[src/rtl/segmentos_mux_n_if.sv]
// rtl/segmentos_mux_n_if.sv - datapath-side and pin-side signals of the digit scanner
interface segmentos_mux_n_if #(
    parameter int NUM_DIGITS = 4
);
    logic [4*NUM_DIGITS-1:0] digits_in;
    logic                    load;
    logic [NUM_DIGITS-1:0]   dp_in;
    logic [NUM_DIGITS-1:0]   blank_in;
    logic                    lz_en;
    logic [6:0]              seg_out;
    logic                    dp_out;
    logic [NUM_DIGITS-1:0]   an_out;
    logic                    frame_done;

    modport master (
        output digits_in, load, dp_in, blank_in, lz_en,
        input  seg_out, dp_out, an_out, frame_done
    );

    modport slave (
        input  digits_in, load, dp_in, blank_in, lz_en,
        output seg_out, dp_out, an_out, frame_done
    );
endinterface

[src/rtl/segmentos_mux_n.sv]
// rtl/segmentos_mux_n.sv - time-multiplexed common-anode 7-segment scanner
module segmentos_mux_n #(
    parameter int NUM_DIGITS   = 4,
    parameter int REFRESH_DIV  = 50000,
    parameter int BLANK_CYCLES = 16,
    parameter int HEX_MODE     = 0
) (
    input  logic             clk,
    input  logic             rst_n,
    segmentos_mux_n_if.slave bus
);
    localparam int CW = $clog2(REFRESH_DIV);
    localparam int IW = (NUM_DIGITS > 1) ? $clog2(NUM_DIGITS) : 1;

    logic [CW-1:0]           cnt, cnt_next;
    logic [IW-1:0]           idx, idx_next;
    logic [4*NUM_DIGITS-1:0] shadow;
    logic                    first_slot;
    logic                    cnt_wrap, idx_last, upper_zero, dark;
    logic [3:0]              nib;
    logic [6:0]              seg_dec;
    logic [NUM_DIGITS-1:0]   an_next;

    function automatic logic [6:0] decode(input logic [3:0] v);
        case (v)
            4'h0: decode = 7'h40;
            4'h1: decode = 7'h79;
            4'h2: decode = 7'h24;
            4'h3: decode = 7'h30;
            4'h4: decode = 7'h19;
            4'h5: decode = 7'h12;
            4'h6: decode = 7'h02;
            4'h7: decode = 7'h78;
            4'h8: decode = 7'h00;
            4'h9: decode = 7'h18;
            4'hA: decode = (HEX_MODE != 0) ? 7'h08 : 7'h7E;
            4'hB: decode = (HEX_MODE != 0) ? 7'h03 : 7'h7E;
            4'hC: decode = (HEX_MODE != 0) ? 7'h46 : 7'h7E;
            4'hD: decode = (HEX_MODE != 0) ? 7'h21 : 7'h7E;
            4'hE: decode = (HEX_MODE != 0) ? 7'h06 : 7'h7E;
            default: decode = (HEX_MODE != 0) ? 7'h0E : 7'h7E;
        endcase
    endfunction

    always_comb begin
        cnt_wrap = (cnt == CW'(REFRESH_DIV - 1));
        cnt_next = cnt_wrap ? '0 : cnt + 1'b1;
        idx_last = (idx == IW'(NUM_DIGITS - 1));
        idx_next = idx;
        if (cnt_wrap) idx_next = idx_last ? '0 : idx + 1'b1;

        nib = shadow[{idx_next, 2'b00} +: 4];
        seg_dec = decode(nib);

        // Suppress only when this digit and every more-significant digit is zero.
        upper_zero = 1'b1;
        for (int i = 0; i < NUM_DIGITS; i++) begin
            if (i >= int'(idx_next) && shadow[i*4 +: 4] != 4'd0) upper_zero = 1'b0;
        end
        dark = bus.blank_in[idx_next] | (bus.lz_en & (idx_next != '0) & upper_zero);

        an_next = '1;
        if (cnt_next >= CW'(BLANK_CYCLES)) an_next[idx_next] = 1'b0;
    end

    always_ff @(posedge clk) begin
        if (!rst_n) begin
            cnt            <= '0;
            idx            <= '0;
            shadow         <= '0;
            first_slot     <= 1'b1;
            bus.seg_out    <= 7'h7F;
            bus.dp_out     <= 1'b1;
            bus.an_out     <= '1;
            bus.frame_done <= 1'b0;
        end else begin
            cnt            <= cnt_next;
            idx            <= idx_next;
            first_slot     <= 1'b0;
            bus.an_out     <= an_next;
            bus.frame_done <= cnt_wrap & idx_last;
            if (bus.load) shadow <= bus.digits_in;
            // The slot after reset starts at cnt=0 already, so it latches on its first live edge.
            if (cnt_wrap || first_slot) begin
                bus.seg_out <= dark ? 7'h7F : seg_dec;
                bus.dp_out  <= dark ? 1'b1 : ~bus.dp_in[idx_next];
            end
        end
    end
endmodule
[src/flat_wrapper.sv]
// flat-port wrapper written by rule: the top's interface ports become plain ports
module segmentos_mux_n_flat 
#(
    parameter int NUM_DIGITS   = 4,
    parameter int REFRESH_DIV  = 50000,
    parameter int BLANK_CYCLES = 16,
    parameter int HEX_MODE     = 0
)
  (clk, rst_n, bus_digits_in, bus_load, bus_dp_in, bus_blank_in, bus_lz_en, bus_seg_out, bus_dp_out, bus_an_out, bus_frame_done);
  segmentos_mux_n_if #(.NUM_DIGITS(NUM_DIGITS)) bus_i ();
  input  logic clk;
  input  logic rst_n;
  input wire logic [$bits(bus_i.digits_in)-1:0] bus_digits_in;
  input wire logic [$bits(bus_i.load)-1:0] bus_load;
  input wire logic [$bits(bus_i.dp_in)-1:0] bus_dp_in;
  input wire logic [$bits(bus_i.blank_in)-1:0] bus_blank_in;
  input wire logic [$bits(bus_i.lz_en)-1:0] bus_lz_en;
  output wire logic [$bits(bus_i.seg_out)-1:0] bus_seg_out;
  output wire logic [$bits(bus_i.dp_out)-1:0] bus_dp_out;
  output wire logic [$bits(bus_i.an_out)-1:0] bus_an_out;
  output wire logic [$bits(bus_i.frame_done)-1:0] bus_frame_done;
  assign bus_i.digits_in = bus_digits_in;
  assign bus_i.load = bus_load;
  assign bus_i.dp_in = bus_dp_in;
  assign bus_i.blank_in = bus_blank_in;
  assign bus_i.lz_en = bus_lz_en;
  assign bus_seg_out = bus_i.seg_out;
  assign bus_dp_out = bus_i.dp_out;
  assign bus_an_out = bus_i.an_out;
  assign bus_frame_done = bus_i.frame_done;
  segmentos_mux_n #(.NUM_DIGITS(NUM_DIGITS), .REFRESH_DIV(REFRESH_DIV), .BLANK_CYCLES(BLANK_CYCLES), .HEX_MODE(HEX_MODE)) u_core (.clk(clk), .rst_n(rst_n), .bus(bus_i));
endmodule
[config.mk]
export PLATFORM = sky130hd
export DESIGN_NAME = segmentos_mux_n_flat
export DESIGN_NICKNAME = d
export VERILOG_FILES = /design/src/rtl/segmentos_mux_n_if.sv /design/src/rtl/segmentos_mux_n.sv /design/src/flat_wrapper.sv
export SDC_FILE = /design/constraint.sdc
export NUM_CORES = 1
export LEC_CHECK = 0
export ABC_AREA = 1
export CAP_MARGIN = 20
export CELL_PAD_IN_SITES_DETAIL_PLACEMENT = 1
export CELL_PAD_IN_SITES_GLOBAL_PLACEMENT = 2
export CORE_MARGIN = 2
export CORE_UTILIZATION = 27
export DETAILED_ROUTE_END_ITERATION = 8
export PLACE_DENSITY = 0.74
export SYNTH_ARGS = -nofsm -noshare
export SYNTH_HDL_FRONTEND = slang
export SYNTH_SLANG_ARGS = --single-unit
[constraint.sdc]
create_clock -name clk -period 2.4 [get_ports clk]
set_input_delay 0.24 -clock clk [delete_from_list [all_inputs] [get_ports clk]]
set_output_delay 0.24 -clock clk [all_outputs]
set_load 0.005 [all_outputs]
; Yosys cells after proc, flatten, opt, wreduce, memory -nomap -nowiden
; Memories as Yosys holds them, arrays and structs flattened.
; Cells that the tools add are included.
[totals]
output_inout_bits = 13
ff_bits = 48
memories = 1
mem_bits_ro = 112
[memory_table]
columns = name, words, word_bits, read_ports, rd_clocked_by_memory_dff, write_ports, line_no
row1 = (name not given), 16, 7, 1, 0, 0, segmentos_mux_n.sv:25  ; case (v)
[op_classes]
mux = 16
n_shift = 1
n_eq_ne = 2
order_cmp = 6
reduce_logical = 11
addsub = 2
n_bitwise = 6
[op_table]
columns = cell, count
row1 = 16-bit by 1-bit adder with 16-bit output (second input constant), 1
row2 = 16-bit equality test (second input constant), 1
row3 = 16-bit by 5-bit >= comparator with 1-bit output (second input constant), 1
row4 = 16-bit two-way mux, 1
row5 = 4-bit nonzero test, 4
row6 = 16-bit by 5-bit indexed part select with 4-bit output, 1
row7 = 1-bit two-way mux, 9
row8 = 7-bit two-way mux, 1
row9 = 1-bit binary-select mux with 2-bit select, 2
row10 = 1-bit by 2-bit >= comparator with 1-bit output (first input constant), 2
row11 = 1-bit logical AND, 4
row12 = 2-bit two-way mux, 2
row13 = 4-bit NOT, 1
row14 = 1-bit bitwise AND, 3
row15 = 2-bit by 3-bit < comparator with 1-bit output (second input constant), 1
row16 = 2-bit by 1-bit adder with 2-bit output (second input constant), 1
row17 = 1-bit demux with 2-bit select, 1
row18 = 2-bit equality test (second input constant), 1
row19 = 2-bit by 1-bit >= comparator with 1-bit output (second input constant), 1
row20 = 2-bit >= comparator (first input constant), 1
row21 = 2-bit AND reduction, 1
row22 = 2-bit nonzero test, 1
row23 = 1-bit logical OR, 1
row24 = 1-bit NOT, 1
row25 = 1-bit OR, 1

; Depth between registers and ports, before layout
; Gate-level depths: netlist of the first run.
[logic_depth]
ltp_word = 12
mapped_depth = 21
ltp_nobuf = 20

; Worst setup path before layout of the first run
; No wires, ideal clock.
[synth_path]
path_type = register to register
from = register u_core.cnt[0]
to = register u_core.bus.seg_out[0]
setup_ps = 132
t_required_ps = 2268
n_path_buf = 1
arrival_ps = 2152
stages_incl_launch_ff = 18
path_slack_ps = 116
cell_sequence = dfxtp_1 > ha_1 > nand3_1 > nor2_4 > nand3_1 > nand2_2 > buf_6 > nor2_2 > nand2_1 > nand2_1 > nor2_2 > inv_1 > ha_1 > nand3b_1 > nand3_1 > nand2_1 > nand2_1 > nand3_1
[synth_between]
elab_chain_cells = 11
elab_cells_between_ends = 22
[synth_lines]
columns = element, line_no
row1 = start: declaration, segmentos_mux_n.sv:15  ; logic [CW-1:0] cnt, cnt_next;
row2 = start signal: assignment, segmentos_mux_n.sv:77  ; cnt <= cnt_next;
row3 = 16-bit equality test (*), segmentos_mux_n.sv:46  ; cnt_wrap = (cnt == CW'(REFRESH_DIV - 1));
row4 = "parallel branches: the longest is 10 deep, another holds memory 16 x 7 bit", n/a
row5 = end signal: assignment, segmentos_mux_n.sv:85  ; bus.seg_out <= dark ? 7'h7F : seg_dec;
row6 = end: declaration, segmentos_mux_n_if.sv:22  ; output seg_out, dp_out, an_out, frame_done
; Mark *: on every way between the ends. The select of a mux whose other input is x is not followed.
; A chain may end at the register's enable or synchronous reset.

; Worst setup path in the final report of the first run
; Ends and elaborated chain as after synthesis.

==> reports/qor.yml, run 1 <==
outcome:
  status: "finished clean"
sta:
  drv_slew: 0
  fmax_mhz: 449
  fin_crit_ns: 2.23
  setup_viol: 0
  timing.final.ws_setup_ns: 0.175
  clock_skew_ns: 0.00589
  tns_ns: 0
  tightest_slew_ns: 0.463
  period_share_pct: 92.7
  timing.slew.headroom_pct: 69.1
  hold_violations: 0
finish:
  nets: 486
  postLayoutCoreUtil_pct: 36.8
  regArea_um2: 965
  multi_input_area_um2: 1610
  area_delta_synth_final_pct: 34.0
  fin_cells: 584
  nFillCells: 1241
  diodes: 0
  drive_gt1_share_pct: 20.8
drt:
  drtIter0Drc: 39
  drt-vias-per-instance: 4.38
  wire_per_inst_um: 12.9
  routed_wl_um: 7560
  drcViolationCount: 0
  dr.pass1.iters: 4
  drt.antenna.violating_nets: 0
  vias: 2557
logic_synthesis:
  synth_flop_cell: "dfxtp_1"
  postSynthAreaPerCell_um2: 6.98
  ys_seq_elements: 48
  ys_seq_area_share_pct: 36.2
  synth.area.top_cells: "dfxtp_1 36%, nand2_1 14%, nor2_1 9.6%"
  synth_edf_count: 0
  synth_nets: 416
  synthCells: 381
  synth_area_um2: 2660
  yosysTopAreaCell: "dfxtp_1"
  synth_warnings: 0
  yosysMostFrequentCell: "nand2_1"
  synth_top_area_share_pct: 36.2
  synth_common_cells: "101 x nand2_1, 68 x nor2_1, 48 x dfxtp_1"
  ys_types: 33
  async_flop_share_pct: 0
power_and_ir_drop:
  p_switching_mw: 0.420
  power-per-cell-area_nw_per_um2: 441
  swShare_pct: 26.7
  ir_worst_vdd_mv: 0.184
  clkPwrFrac_pct: 30.3
  sequentialPowerShare_pct: 54.6
  p_comb_share_pct: 15.1
  p_int_mw: 1.15
  total_power_mw: 1.57
  p_leak_nw: 1.58
setup_path:
  cp_slowest_cell: "dfxtp_2"
  crit_type: "reg2reg"
  path_max_fanout: 6
  cpPeakStageDelay_ns: 0.36
  cp_common_cell: "nand2_1"
  critPathArrivalTime_ns: 2.42
  path_cells: "ha_4 > nand3_4 > nor2_4 > nand3_2 > nand2_4 > nor2_2 > nand2_1 > nand2_1 > nor2_4 > inv_1 > ha_1 > nand3b_1 > nand3_1 > nand2_1 > nand2_1 > nand3_1"
  cp_top_family: "simple AND/OR/NAND/NOR gates"
  worstPathRequired_ns: 2.60
  worstSetupStartpointType: "flop"
  crit_buf_inv: 1
  critPathCaptureType: "flop"
floorplan:
  ios: 41
  fp.dieArea_um2: 10700
  die_w_um: 103
  placementRows: 36
  core_area_um2: 9680
  initial_utilization_pct: 27.4
  chipHeight_um: 103
placed_design:
  dp_cells: 575
  routabilityCongestion: 0.828
  dp_hpwl_um: 6150
  pre_cts_slack_ns: -0.0422
  portBuffers: 40
clock_tree:
  cts_root_buf: "clkbuf_8"
  clock_tree.buffer_depth: 2
  htreeDepth: 2
  numClockSinks: 48
  cts.clk_slew.worst_paths_ns: 0.09
  cts_tree: "built"
  numCtsBuffers: 5
  clock_latency_ns: 0.30
  hold_buffers: 0
grt:
  grt_pass1_wl_um: 12600
  first_global_vias: 2645
  grt_max_degree: 25
  antenna_found_initial: 0
  track_usage_pct: 15.2
  grt_remaining_overflow: 0
run:
  max-cap-violations: 0
worst_hold_path:
  hp-class: "reg2reg"
==> kinds of logic after synthesis <==
| family | share of synthesized area (%) |
|---|---|
| AOI/OAI and AO/OA | 6.03 |
| DFF | 36.2 |
| adders and majority gates | 3.30 |
| buffers and inverters | 5.93 |
| xor gates and xnor gates | 1.98 |
| and+or+nand+nor | 46.6 |
==> repair_timing <==
action,in CTS,in global routing
pin swaps,1,4
buffers inserted,1,1
cloned,0,0
setup endpoints to repair,4,12
resized for setup,1,19
==> layout by cell type, fill, tap and decap left out, types with 2 or more instances in the layout <==
| master | Yosys | routed |
|---|---|---|
| nand2_1 | 101 | 98 |
| a22oi_1 | 2 | 2 |
| clkdlybuf4s50_1 | 0 | 40 |
| nand4_1 | 4 | 4 |
| clkinv_1 | 2 | 2 |
| or2_2 | 2 | 2 |
| dfxtp_1 | 48 | 45 |
| xnor2_1 | 2 | 2 |
| nor2_8 | 2 | 2 |
| clkbuf_8 | 0 | 5 |
| nor4_1 | 2 | 2 |
| nor2_2 | 7 | 6 |
| xor2_1 | 4 | 4 |
| dfxtp_2 | 0 | 3 |
| nor3_1 | 4 | 4 |
| buf_4 | 0 | 32 |
| inv_2 | 4 | 5 |
| ha_1 | 7 | 6 |
| inv_1 | 21 | 20 |
| nand3b_1 | 6 | 6 |
| nor2_1 | 68 | 66 |
| nand2_4 | 5 | 7 |
| nand3_1 | 33 | 30 |
| nand2_2 | 13 | 14 |
| o21ai_0 | 19 | 19 |
| nor2_4 | 7 | 10 |
| nand3_2 | 1 | 3 |
==> per-stage QoR <==
stage	instance area (um^2)	hold slack, ns
2_1_floorplan	2660	0.375
3_3_place_gp	3390	0.470
3_5_place_dp	3390	0.469
4_1_cts	3480	0.493
5_1_grt	3560	0.523
6_report	3560	0.484
==> tightest hold or removal path: stages (launching register included) <==
cell and delay, ns:
dfxtp_1 0.35, o21ai_1 0.07, nand2_1 0.04
==> path summary, 6_finish.rpt <==
kind	start	end	slack, ns	depth (start not counted)
worst min register to register	u_core.bus.dp_out	u_core.bus.dp_out	0.48	2
worst max register to register	u_core.cnt[0]	u_core.bus.seg_out[0]	0.17	16
worst max-delay path	u_core.cnt[0]	u_core.bus.seg_out[0]	0.17	16
worst min-delay path	u_core.bus.dp_out	u_core.bus.dp_out	0.48	2
==> area by class of cell <==
type | instances | area share, %
well taps | 133 | 4.67
clock buffers | 6 | 2.04
flip-flops and latches | 48 | 27.1
inverters | 27 | 2.85
clock inverters | 1 | 0.140
repair buffers | 72 | 18.0
multi-input cells | 297 | 45.2
==> power by group through the flow <==
stage / Combinational [mW] / Clock [mW] / Sequential (mW)
2_1_floorplan: 0.125 / 0 / 0.866
3_3_place_gp: 0.236 / 0 / 0.873
3_5_place_dp: 0.238 / 0 / 0.874
4_1_cts: 0.240 / 0.502 / 0.856
5_1_grt: 0.273 / 0.524 / 0.862
6_report: 0.238 / 0.476 / 0.857
==> registers in the layout, indices dropped and copies added (netlist names) <==
signal,count
u_core.bus.seg_out,7
u_core.bus.dp_out,1
u_core.shadow,16
u_core.first_slot,1
u_core.bus.frame_done,1
u_core.bus.an_out,4
u_core.idx,2
u_core.cnt,16
==> routing by layer <==
layer	vias up	track usage, %	wire, um
li1	1347	-	-
met1	1158	20.4	3860
met2	44	25.4	3360
met3	8	2.62	236
met4	0	4.05	96
met5	-	0	0
Note: power is estimated with default switching activity, not from simulation.
==> run 2: changes to the inputs <==
--- a/config.mk
+++ b/config.mk
@@ -12,6 +12,7 @@
 export CORE_MARGIN = 2
 export CORE_UTILIZATION = 27
 export DETAILED_ROUTE_END_ITERATION = 8
+export HOLD_SLACK_MARGIN = 0.12
 export PLACE_DENSITY = 0.74
 export SYNTH_ARGS = -nofsm -noshare
 export SYNTH_HDL_FRONTEND = slang
==> results of run 2 <==
The final DEF is identical to that of run 1; final timing and power are the same.
==> run 3: changes to the inputs <==
--- a/config.mk
+++ b/config.mk
@@ -10,10 +10,13 @@
 export CELL_PAD_IN_SITES_DETAIL_PLACEMENT = 1
 export CELL_PAD_IN_SITES_GLOBAL_PLACEMENT = 2
 export CORE_MARGIN = 2
-export CORE_UTILIZATION = 27
+export CORE_UTILIZATION = 28
+export CTS_BUF_LIST = sky130_fd_sc_hd__clkbuf_4
 export DETAILED_ROUTE_END_ITERATION = 8
+export GPL_TIMING_DRIVEN = 0
 export HOLD_SLACK_MARGIN = 0.12
-export PLACE_DENSITY = 0.74
+export PLACE_DENSITY = 0.76
+export SLEW_MARGIN = 10
 export SYNTH_ARGS = -nofsm -noshare
 export SYNTH_HDL_FRONTEND = slang
 export SYNTH_SLANG_ARGS = --single-unit
==> run 3 against run 2 <==
Cell area increased by 3.7%. Flip-flop and latch count stayed put. Utilization is 3.2 points higher. Sequential power barely moved. Fmax is 3.6% lower. Clock-buffer cell count decreased by 1. Via count up 1.9%. Critical path type unchanged. Register-to-register slack worse by 0.08 ns. Critical path depth grew 3. Wire length grew 3.5%. Clock power fell by 24%. Highest routed layer unchanged.
==> reports/qor.yml, run 3 (synthesis results as in run 1) <==
outcome:
  status: "finished clean"
setup_path:
  crit_type: "reg2reg"
  worstPathRequired_ns: 2.65  # +0.05 ns
  path_max_fanout: 7  # +1
  r2r.worst_path.cells: 19  # +3
  reg2reg_from: "u_core.cnt[4]"
  crit_start: "u_core.cnt[4]"
  critPathCaptureType: "flop"
  crit_buf_inv: 4  # +3
  cpPeakStageDelay_ns: 0.37  # about the same
  path_cells: "nor2_2 > nand2_4 > nor2_4 > nand3b_1 > nand2_2 > buf_8 > nand2_1 > nand2_1 > nand2_1 > nand2_2 > inv_4 > buf_4 > ha_1 > inv_1 > nand2_1 > nand3_1 > nand2_1 > nand2_1 > nand3_1"
  r2r_slack_ns: 0.09  # -0.08 ns
  critPathArrivalTime_ns: 2.56  # +0.14 ns
  cp_common_cell: "nand2_1"
  cp_slowest_cell: "dfxtp_2"
  worstReg2RegEnd: "u_core.bus.seg_out[0]"
  cp_top_family: "simple AND/OR/NAND/NOR gates"
  crit_cells: 19  # +3
  worstSetupStartpointType: "flop"
finish:
  nFillCells: 1165  # -6.1%
  regArea_um2: 988  # +2.5%
  postLayoutCoreUtil_pct: 40.0  # +3.2 points
  final_cell_mix: "91 x nand2_1, 60 x nor2_1, 40 x clkdlybuf4s50_1"
  biggestRegsByFlops: "u_core.cnt: 16 flops, u_core.shadow: 16 flops, u_core.bus.seg_out: 7 flops"
  area_delta_synth_final_pct: 39.0
  multi_input_area_um2: 1720  # +6.4%
  nets: 492  # +1.2%
  drive_gt1_share_pct: 27.4  # +6.5 points
  fin_cells: 586  # +0.34%
  diodes: 0  # unchanged
  final_area_um2: 3690  # +3.7%
  layout_commonest_cell: "nand2_1"
power_and_ir_drop:
  p_leak_nw: 1.59  # +0.94%
  total_power_mw: 1.47  # -6.5%
  power-per-cell-area_nw_per_um2: 398  # -9.8%
  ir_worst_vdd_mv: 0.147  # -20%
run:
  max-cap-violations: 0  # unchanged
drt:
  wire_per_inst_um: 13.4  # +3.1%
  vias: 2606  # +1.9%
  drt.antenna.violating_nets: 0  # unchanged
  dr.pass1.iters: 4  # unchanged
  drt-vias-per-instance: 4.45  # +1.6%
  drcViolationCount: 0  # unchanged
  drtIter0Drc: 38  # -2.6%
  routed_wl_um: 7820  # +3.5%
grt:
  use_met2_pct: 26.3  # +0.91 points
  antenna_found_initial: 0  # unchanged
  grt_pass1_wl_um: 12700  # +0.55%
  grt_max_degree: 14  # -44%
  busiest_layer: "met2"
  grt_remaining_overflow: 0  # unchanged
  met1_usage_pct: 20.9  # +0.51 points
  track_usage_pct: 15.7  # +0.46 points
  met3_usage_pct: 2.90  # +0.28 points
  first_global_vias: 2617  # -1.1%
floorplan:
  ios: 41  # unchanged
  chipHeight_um: 101  # -1.7%
  placementRows: 35  # -2.8%
  fp.dieArea_um2: 10300  # -3.4%
  initial_utilization_pct: 28.8  # +1.3 points
  die_w_um: 101  # -1.7%
  core_area_um2: 9240  # -4.6%
sta:
  timing.slew.headroom_pct: 64.3  # -4.8 points
  tns_ns: 0  # unchanged
  clock_skew_ns: 0.00992  # +0.00403 ns
  whs_ns: 0.432  # -0.0524 ns
  period_share_pct: 96.2  # +3.5 points
  rsz0062_at_grt: "yes"
  drv_slew: 0  # unchanged
  setup_viol: 0  # unchanged
  hold_violations: 0  # unchanged
  fin_crit_ns: 2.31  # +0.0838 ns
  fmax_mhz: 433  # -3.6%
  tightest_slew_ns: 0.536  # +0.0729 ns
  timing.final.ws_setup_ns: 0.0908  # -0.0838 ns
placed_design:
  dp_cells: 550  # -4.3%
  pre_cts_slack_ns: -0.367  # -0.325 ns
  routabilityCongestion: 0.800  # -3.4%
  dpl_cell_area_um2: 3220  # -5.1%
  dp_hpwl_um: 5810  # -5.5%
  portBuffers: 40  # unchanged
clock_tree:
  cts_root_buf: "clkbuf_4"
  clock_latency_ns: 0.38  # +0.08 ns
  hold_buffers: 0  # unchanged
  numClockSinks: 48  # unchanged
  clock_tree.buffer_depth: 2  # unchanged
  cts_tree: "built"
  htreeDepth: 2  # unchanged
  cts.clk_slew.worst_paths_ns: 0.14  # +0.05 ns
  numCtsBuffers: 5  # unchanged
worst_hold_path:
  min_to: "u_core.shadow[0]"
  holdCritStartpoint: "bus_digits_in[0]"
  hold_path_depth: 3  # +1
  hp-class: "in2reg"
## run 3: changes by cell type in the layout (fill, tap and decap cells not counted), sizes merged
cell | previous run | this run
clkbuf | 6 | 11
clkinv | 3 | 4
## run 3: layer usage
metal / wire length (um) / share of wire, %
met1: 3700 / 47
met2: 3760 / 48
met3: 288 / 3.7
met4: 77 / 0.98
met5: 0 / 0
## run 3: worst min-delay path, cell delays in order
cell	delay [ns]
clkdlybuf4s50_1	0.40
nor2_1	0.10
nor2_1	0.05
## run 3: layout make-up
| cell class | count | area share, % |
|---|---|---|
| timing repair buffer | 71 | 17.3 |
| sequential | 48 | 26.8 |
| clock buffer | 5 | 1.02 |
| clock inverter | 2 | 0.203 |
| inverter | 27 | 2.85 |
| buffer | 7 | 1.02 |
| multi-input combinational | 297 | 46.4 |
| tap | 129 | 4.37 |
## run 3: worst max-delay path by stage
stage,end,slack (ns)
3_5_place_dp,u_core.bus.seg_out[0],-0.37
4_1_cts,u_core.bus.seg_out[0],0.00008
6_report,u_core.bus.seg_out[0],0.09
3_3_place_gp,u_core.bus.seg_out[0],-0.27
2_1_floorplan,u_core.bus.seg_out[0],0.12
5_1_grt,u_core.bus.seg_out[0],-0.11
## run 3: timing repair
action,in CTS,in global routing
pin swaps,7,24
gates cloned,0,0
buffers inserted,11,20
gates resized for setup,15,54
endpoints found under the setup margin,7,11
## run 3: where the power goes
group | leakage (nW) | total, mW | switching (mW) | internal (mW)
Clock | 0.0261 | 0.364 | 0.262 | 0.103
Sequential | 0.403 | 0.857 | 0.0274 | 0.829
Combinational | 1.17 | 0.249 | 0.123 | 0.126
Total | 1.59 | 1.47 | 0.412 | 1.06
